===== src/rtl/grn_attractor_ctrl_if.sv =====
// rtl/grn_attractor_ctrl_if.sv - result record valid/ready channel of the GRN attractor controller
interface grn_attractor_ctrl_if #(
  parameter int N_NODES = 8,
  parameter int STEP_W  = 16
);
  logic               res_valid;
  logic               res_ready;
  logic [N_NODES-1:0] res_init;
  logic [N_NODES-1:0] res_state;
  logic [STEP_W-1:0]  res_steps;
  logic               res_timeout;

  modport master (
    output res_valid,
    output res_init,
    output res_state,
    output res_steps,
    output res_timeout,
    input  res_ready
  );

  modport slave (
    input  res_valid,
    input  res_init,
    input  res_state,
    input  res_steps,
    input  res_timeout,
    output res_ready
  );
endinterface


===== src/rtl/grn_attractor_ctrl.sv =====
// rtl/grn_attractor_ctrl.sv - sweeps initial GRN states and reports Floyd-detected attractors
// Optional step bound enabled by defining GRN_CTRL_TIMEOUT_EN.
module grn_attractor_ctrl #(
  parameter int N_NODES   = 8,
  parameter int STEP_W    = 16,
  parameter int MAX_STEPS = 1000
) (
  input  logic               clk,
  input  logic               rst,
  input  logic               start_i,
  input  logic [N_NODES-1:0] init_first_i,
  input  logic [N_NODES-1:0] init_last_i,
  input  logic [N_NODES-1:0] s0_state_i,
  input  logic [N_NODES-1:0] s1_state_i,
  output logic               reset_nos_o,
  output logic [N_NODES-1:0] init_state_o,
  output logic               start_s0_o,
  output logic               start_s1_o,
  output logic               busy_o,
  output logic               done_o,
  grn_attractor_ctrl_if.master res_if
);

  typedef enum logic [2:0] {
    IDLE   = 3'd0,
    LOAD   = 3'd1,
    RUN    = 3'd2,
    REPORT = 3'd3,
    FIN    = 3'd4
  } state_e;

  localparam logic [STEP_W-1:0] MaxK = STEP_W'(MAX_STEPS);
  localparam logic [STEP_W-1:0] KSat = {STEP_W{1'b1}};

  state_e             state_q, state_d;
  logic [N_NODES-1:0] cur_q, cur_d;
  logic [N_NODES-1:0] last_q, last_d;
  logic [STEP_W-1:0]  k_q, k_d;
  logic [N_NODES-1:0] init_state_q, init_state_d;
  logic [N_NODES-1:0] res_init_q, res_init_d;
  logic [N_NODES-1:0] res_state_q, res_state_d;
  logic [STEP_W-1:0]  res_steps_q, res_steps_d;
  logic               res_tmo_q, res_tmo_d;
  logic               reset_nos_q;
  logic               busy_q;
  logic               done_q;
  logic               res_valid_q;
  logic               match;
  logic               tmo;
  logic               exit_run;
  logic               strobe;

  // s1 is at step 2m and s0 at step m only after an even, non-zero strobe count.
  assign match    = ~k_q[0] && (k_q >= STEP_W'(2)) && (s0_state_i == s1_state_i);
  assign exit_run = match || tmo;

`ifdef GRN_CTRL_TIMEOUT_EN
  assign tmo = (k_q == MaxK) && !match;
`else
  logic unused_max;
  assign tmo        = 1'b0;
  assign unused_max = ^MaxK;
`endif

  always_comb begin
    state_d      = state_q;
    cur_d        = cur_q;
    last_d       = last_q;
    k_d          = k_q;
    init_state_d = init_state_q;
    res_init_d   = res_init_q;
    res_state_d  = res_state_q;
    res_steps_d  = res_steps_q;
    res_tmo_d    = res_tmo_q;
    strobe       = 1'b0;

    case (state_q)
      IDLE: begin
        if (start_i) begin
          if (init_first_i <= init_last_i) begin
            cur_d        = init_first_i;
            last_d       = init_last_i;
            init_state_d = init_first_i;
            state_d      = LOAD;
          end else begin
            state_d = FIN;
          end
        end
      end
      LOAD: begin
        k_d     = '0;
        state_d = RUN;
      end
      RUN: begin
        if (exit_run) begin
          res_init_d  = cur_q;
          res_state_d = s1_state_i;
          res_steps_d = k_q;
          res_tmo_d   = tmo;
          state_d     = REPORT;
        end else begin
          // Strobe gating needs this cycle's compare; the node outputs feeding it are flops.
          strobe = 1'b1;
          if (k_q != KSat) begin
            k_d = k_q + STEP_W'(1);
          end
        end
      end
      REPORT: begin
        if (res_if.res_ready) begin
          // Test against the last state before incrementing so an all-ones bound cannot wrap.
          if (cur_q == last_q) begin
            state_d = FIN;
          end else begin
            cur_d        = cur_q + N_NODES'(1);
            init_state_d = cur_q + N_NODES'(1);
            state_d      = LOAD;
          end
        end
      end
      FIN: begin
        state_d = IDLE;
      end
      default: begin
        state_d = IDLE;
      end
    endcase
  end

  always_ff @(posedge clk) begin
    if (rst) begin
      state_q      <= IDLE;
      cur_q        <= '0;
      last_q       <= '0;
      k_q          <= '0;
      init_state_q <= '0;
      res_init_q   <= '0;
      res_state_q  <= '0;
      res_steps_q  <= '0;
      res_tmo_q    <= 1'b0;
      reset_nos_q  <= 1'b0;
      busy_q       <= 1'b0;
      done_q       <= 1'b0;
      res_valid_q  <= 1'b0;
    end else begin
      state_q      <= state_d;
      cur_q        <= cur_d;
      last_q       <= last_d;
      k_q          <= k_d;
      init_state_q <= init_state_d;
      res_init_q   <= res_init_d;
      res_state_q  <= res_state_d;
      res_steps_q  <= res_steps_d;
      res_tmo_q    <= res_tmo_d;
      reset_nos_q  <= (state_d == LOAD);
      busy_q       <= (state_d != IDLE);
      done_q       <= (state_d == FIN);
      res_valid_q  <= (state_d == REPORT);
    end
  end

  assign reset_nos_o  = reset_nos_q;
  assign init_state_o = init_state_q;
  assign start_s0_o   = strobe;
  assign start_s1_o   = strobe;
  assign busy_o       = busy_q;
  assign done_o       = done_q;

  assign res_if.res_valid   = res_valid_q;
  assign res_if.res_init    = res_init_q;
  assign res_if.res_state   = res_state_q;
  assign res_if.res_steps   = res_steps_q;
  assign res_if.res_timeout = res_tmo_q;

endmodule

===== src/flat_wrapper.sv =====
// flat-port wrapper written by rule: the top's interface ports become plain ports
module grn_attractor_ctrl_flat 
#(
  parameter int N_NODES   = 8,
  parameter int STEP_W    = 16,
  parameter int MAX_STEPS = 1000
)
  (clk, rst, start_i, init_first_i, init_last_i, s0_state_i, s1_state_i, reset_nos_o, init_state_o, start_s0_o, start_s1_o, busy_o, done_o, res_if_res_valid, res_if_res_init, res_if_res_state, res_if_res_steps, res_if_res_timeout, res_if_res_ready);
  grn_attractor_ctrl_if #(.N_NODES(N_NODES), .STEP_W(STEP_W)) res_if_i ();
  input  logic clk;
  input  logic rst;
  input  logic start_i;
  input  logic [N_NODES-1:0] init_first_i;
  input  logic [N_NODES-1:0] init_last_i;
  input  logic [N_NODES-1:0] s0_state_i;
  input  logic [N_NODES-1:0] s1_state_i;
  output logic reset_nos_o;
  output logic [N_NODES-1:0] init_state_o;
  output logic start_s0_o;
  output logic start_s1_o;
  output logic busy_o;
  output logic done_o;
  output wire logic [$bits(res_if_i.res_valid)-1:0] res_if_res_valid;
  output wire logic [$bits(res_if_i.res_init)-1:0] res_if_res_init;
  output wire logic [$bits(res_if_i.res_state)-1:0] res_if_res_state;
  output wire logic [$bits(res_if_i.res_steps)-1:0] res_if_res_steps;
  output wire logic [$bits(res_if_i.res_timeout)-1:0] res_if_res_timeout;
  input wire logic [$bits(res_if_i.res_ready)-1:0] res_if_res_ready;
  assign res_if_res_valid = res_if_i.res_valid;
  assign res_if_res_init = res_if_i.res_init;
  assign res_if_res_state = res_if_i.res_state;
  assign res_if_res_steps = res_if_i.res_steps;
  assign res_if_res_timeout = res_if_i.res_timeout;
  assign res_if_i.res_ready = res_if_res_ready;
  grn_attractor_ctrl #(.N_NODES(N_NODES), .STEP_W(STEP_W), .MAX_STEPS(MAX_STEPS)) u_core (.clk(clk), .rst(rst), .start_i(start_i), .init_first_i(init_first_i), .init_last_i(init_last_i), .s0_state_i(s0_state_i), .s1_state_i(s1_state_i), .reset_nos_o(reset_nos_o), .init_state_o(init_state_o), .start_s0_o(start_s0_o), .start_s1_o(start_s1_o), .busy_o(busy_o), .done_o(done_o), .res_if(res_if_i));
endmodule

===== config.mk =====
export PLATFORM = sky130hd
export DESIGN_NAME = grn_attractor_ctrl_flat
export DESIGN_NICKNAME = d
export VERILOG_FILES = /design/src/rtl/grn_attractor_ctrl_if.sv /design/src/rtl/grn_attractor_ctrl.sv /design/src/flat_wrapper.sv
export SDC_FILE = /design/constraint.sdc
export NUM_CORES = 1
export LEC_CHECK = 0
export CAP_MARGIN = 15
export CORE_MARGIN = 5
export CORE_UTILIZATION = 30
export DETAILED_ROUTE_END_ITERATION = 8
export PLACE_DENSITY_LB_ADDON = 0.08
export REMOVE_ABC_BUFFERS = 1
export SKIP_LAST_GASP = 1
export SYNTH_ARGS = -nofsm -noshare
export SYNTH_HDL_FRONTEND = slang
export SYNTH_SLANG_ARGS = --single-unit

===== constraint.sdc =====
create_clock -name clk -period 3.3 [get_ports clk]
set_clock_uncertainty 0.2 [all_clocks]
set_input_delay 0.825 -clock clk [delete_from_list [all_inputs] [get_ports clk]]
set_output_delay 0.825 -clock clk [all_outputs]
set_load 0.05 [all_outputs]

==> flow_summary_export.csv <==
group,metric,value,unit
clocking,clk_path_buf_depth,2,
placed_design,dp_slack,-0.1226,ns
worst_setup_path,start_kind,"primary input",
drt,antenna_left,0,
status,status,"finished clean",
synth,synth_simple_gate_area_share,23.94,%
power_and_ir_drop,peakVddDrop,0.0001862,V
cells_and_area,n_antenna_cell,0,
floorplan,initial_utilization,30.57,%
placed_design,dp.cells,610,
worst_setup_path,cp_num_buf_inv,2,
global_route,track_usage,13.64,%
placed_design,dp_hpwl,6831,µm
min_path,hold_depth,2,
drt,drtIter0Drc,140,
timing,timing.final.crit_share,98.06,%
placed_design,port_buffers,81,
clocking,clk_pin_slew_worst_paths,0.05,ns
timing,fin_hold_ws,0.2643,ns
drt,via_count,3062,
synth,synth-xor-area-share,4.767,%
power_and_ir_drop,powerDensity,446.6,mW/mm²
synth,syn_avg_cell_area,8.771,µm²
synth,async_reset_ff_share,0,%
floorplan,die_x,117.9,µm
timing,setup_viol,0,
worst_setup_path,crit_chain,"clkdlybuf4s50_1 > xor2_1 > nor4_4 > and4_1 > nor2_2 > buf_6",
worst_setup_path,cp.arrival,2.21,ns
synth,synth_compound_area_share,12.94,%
cells_and_area,post-route-util,41.46,%
drt,wl,9192,µm
cells_and_area,design_area,0.004735,mm²
synth,ys.flop_type,"dfxtp_1",
flow_run,maxCapViolCount,0,
synth,synth_top_family_by_area,"simple AND/OR/NAND/NOR gates",
floorplan,die-area,0.01389,mm²
synth,synthAdderAreaFrac,3.943,%
floorplan,dieHeight,117.9,µm
synth,synth_warnings,0,
worst_setup_path,cp_slowest_stage_delay,0.45,ns
power_and_ir_drop,p_total,2.115,mW
worst_setup_path,cp_top_family,"buffers and inverters",
global_route,grt-ovfl-total,0,
worst_setup_path,required,2.27,ns
clocking,htree_levels,3,
clocking,post-cts-setup-buffers,0,
synth,ys_top_cells_by_area,"dfxtp_1 41%, mux2i_1 8.3%, nor2_1 5.5%",
clocking,cts_root_buf,"clkbuf_16",
worst_setup_path,reg2reg_depth,8,
synth,synthDominantCellAreaShare,40.72,%
global_route,grt_max_degree,44,
cells_and_area,area_growth,35.63,%
synth,synth-seq-area-share,40.72,%
timing,fmax,0.3090,GHz
drt,dr.pass1.iters,4,
placed_design,placed_cell_area,0.004439,mm²
clocking,postCtsHoldBufs,0,
cells_and_area,fin_cells,624,
synth,synth_edf_count,0,
worst_setup_path,endpoint_kind,"output port",
worst_setup_path,critPathKind,"primary input to output port",
worst_setup_path,path_depth,6,
floorplan,io_pins,83,
min_path,hp-class,"register to register",
synth,synth_cell_types,50,
synth,yosysTopAreaCell,"dfxtp_1",
placed_design,place_congestion,0.8283,
clocking,cts_resized,13,
clocking,cts_sinks,71,
cells_and_area,nNetsFinal,525,
timing,finalHoldViolations,0,
drt,wl_per_cell,14.73,µm
worst_setup_path,worstPathMaxFanout,2,
clocking,cts_buffers,9,
synth,synthCells,398,
drt,viasPerCell,4.907,
global_route,grt_first_pass_wirelength,15590,µm
timing,finalWorstSetupSlack,0.06386,ns
drt,drc_errors,0,
power_and_ir_drop,power_leakage,1.972,nW
synth,synth_area,0.003491,mm²
timing,rsz0062_at_grt,"false",
clocking,clock_latency,0.33,ns
clocking,cts_tree,"done",
timing,max-slew-margin-rel,64.13,%
floorplan,std_cell_rows,39,
worst_setup_path,crit_slowest_cell,"clkdlybuf4s50_1",
floorplan,coreArea,0.01142,mm²
timing,period_minus_slack,3.236,ns
timing,drv_slew,0,
timing,tns,0,ns
cells_and_area,drive_above_1_share,9.563,%
synth,synth_mux_area_share,8.315,%
global_route,antenna_found_initial,0,
timing,tightest_slew,0.5364,ns
synth,ys_ff_latch,71,
global_route,grt_pass1_vias,3097,
path summary, 6_finish.rpt:
check,from,endpoint,slack [ns]
max,s1_state_i[7],start_s0_o,0.06
min,u_core.last_q[4],u_core.last_q[4],0.26
max reg2reg,u_core.k_q[0],u_core.k_q[13],0.89
min reg2reg,u_core.last_q[4],u_core.last_q[4],0.26
where the power goes:
| part | internal [mW] | switching [mW] | leakage [nW] |
|---|---|---|---|
| registers | 0.882 | 0.0302 | 0.574 |
| logic | 0.132 | 0.191 | 1.27 |
| clock network | 0.540 | 0.339 | 0.132 |
| total | 1.55 | 0.560 | 1.97 |
cells in the mapped netlist, types with 3 or more instances:
cell type	n
dfxtp_1	71
nor2_1	51
nand2_1	40
mux2i_1	29
a21oi_1	26
xor2_1	18
nand3_1	15
clkbuf_1	12
inv_1	12
ha_1	11
o21ai_0	10
nand4_1	9
nor3_1	9
nor4_1	9
o31ai_1	7
o211ai_1	6
buf_6	5
or3_1	5
or4_1	5
or2_2	4
a211oi_1	3
buf_2	3
buf_4	3
nor4_2	3
flip-flops by register name (all words and copies together), names as in the netlist:
name                     cells
u_core.res_if.res_state      8
u_core.cur_q                 8
u_core.res_if.res_steps     16
u_core.res_if.res_valid      1
u_core.done_o                1
u_core.res_if.res_init       8
u_core.reset_nos_o           1
u_core.last_q                8
u_core.k_q                  16
u_core.state_q               3
u_core.busy_o                1
final cells by class:
cell class                 instances  area, µm²
fill                            1193       6684
multi-input combinational        292       1916
sequential                        71       1421
timing repair buffer              92      908.4
clock buffer                      13      260.3
tap                              143      178.9
inverter                          12      45.04
clock inverter                     1      5.005
layer usage:
layer	part of all wire (%)	vias up	global-route usage, %
met5	0	-	0
met4	1.5	0	5.520
met3	3.2	10	3.268
met2	49	58	22.45
met1	46	1428	17.10
li1	-	1566	-
worst register-to-register path: stages (launching register included):
cell and delay (ns):
dfxtp_1 0.43, ha_1 0.25, nand4_1 0.29, nor4_2 0.47, o21bai_2 0.14, nand3_1 0.10
buf_4 0.18, nor4_1 0.06, o21a_1 0.18
kinds of logic (layout without fill, tap and decap cells):
| group | count (synthesis) | in the layout |
|---|---|---|
| muxes | 29 | 29 |
| buffers and inverters | 35 | 118 |
| other | 1 | 1 |
| adders and majority gates | 11 | 11 |
| xor gates and xnor gates | 19 | 19 |
| and+or+nand+nor | 165 | 165 |
| AOI/OAI and AO/OA | 67 | 67 |
| DFF | 71 | 71 |
layout by cell type, fill, tap and decap left out, drive strengths merged, types with 3 or more instances in the layout:
cell type,instances
o211ai,6
or4,5
clkdlybuf4s50,72
nor2,51
a21oi,26
mux2i,29
dfxtp,71
buf,14
or3,5
dlygate4sd2,6
o21ai,10
clkbuf,13
or2,5
a211oi,3
xor2,18
nand4,10
ha,11
nand2,41
o31ai,7
inv,12
nor4,13
nor3,9
nand3,15
Power figures use the tool's default switching activity.
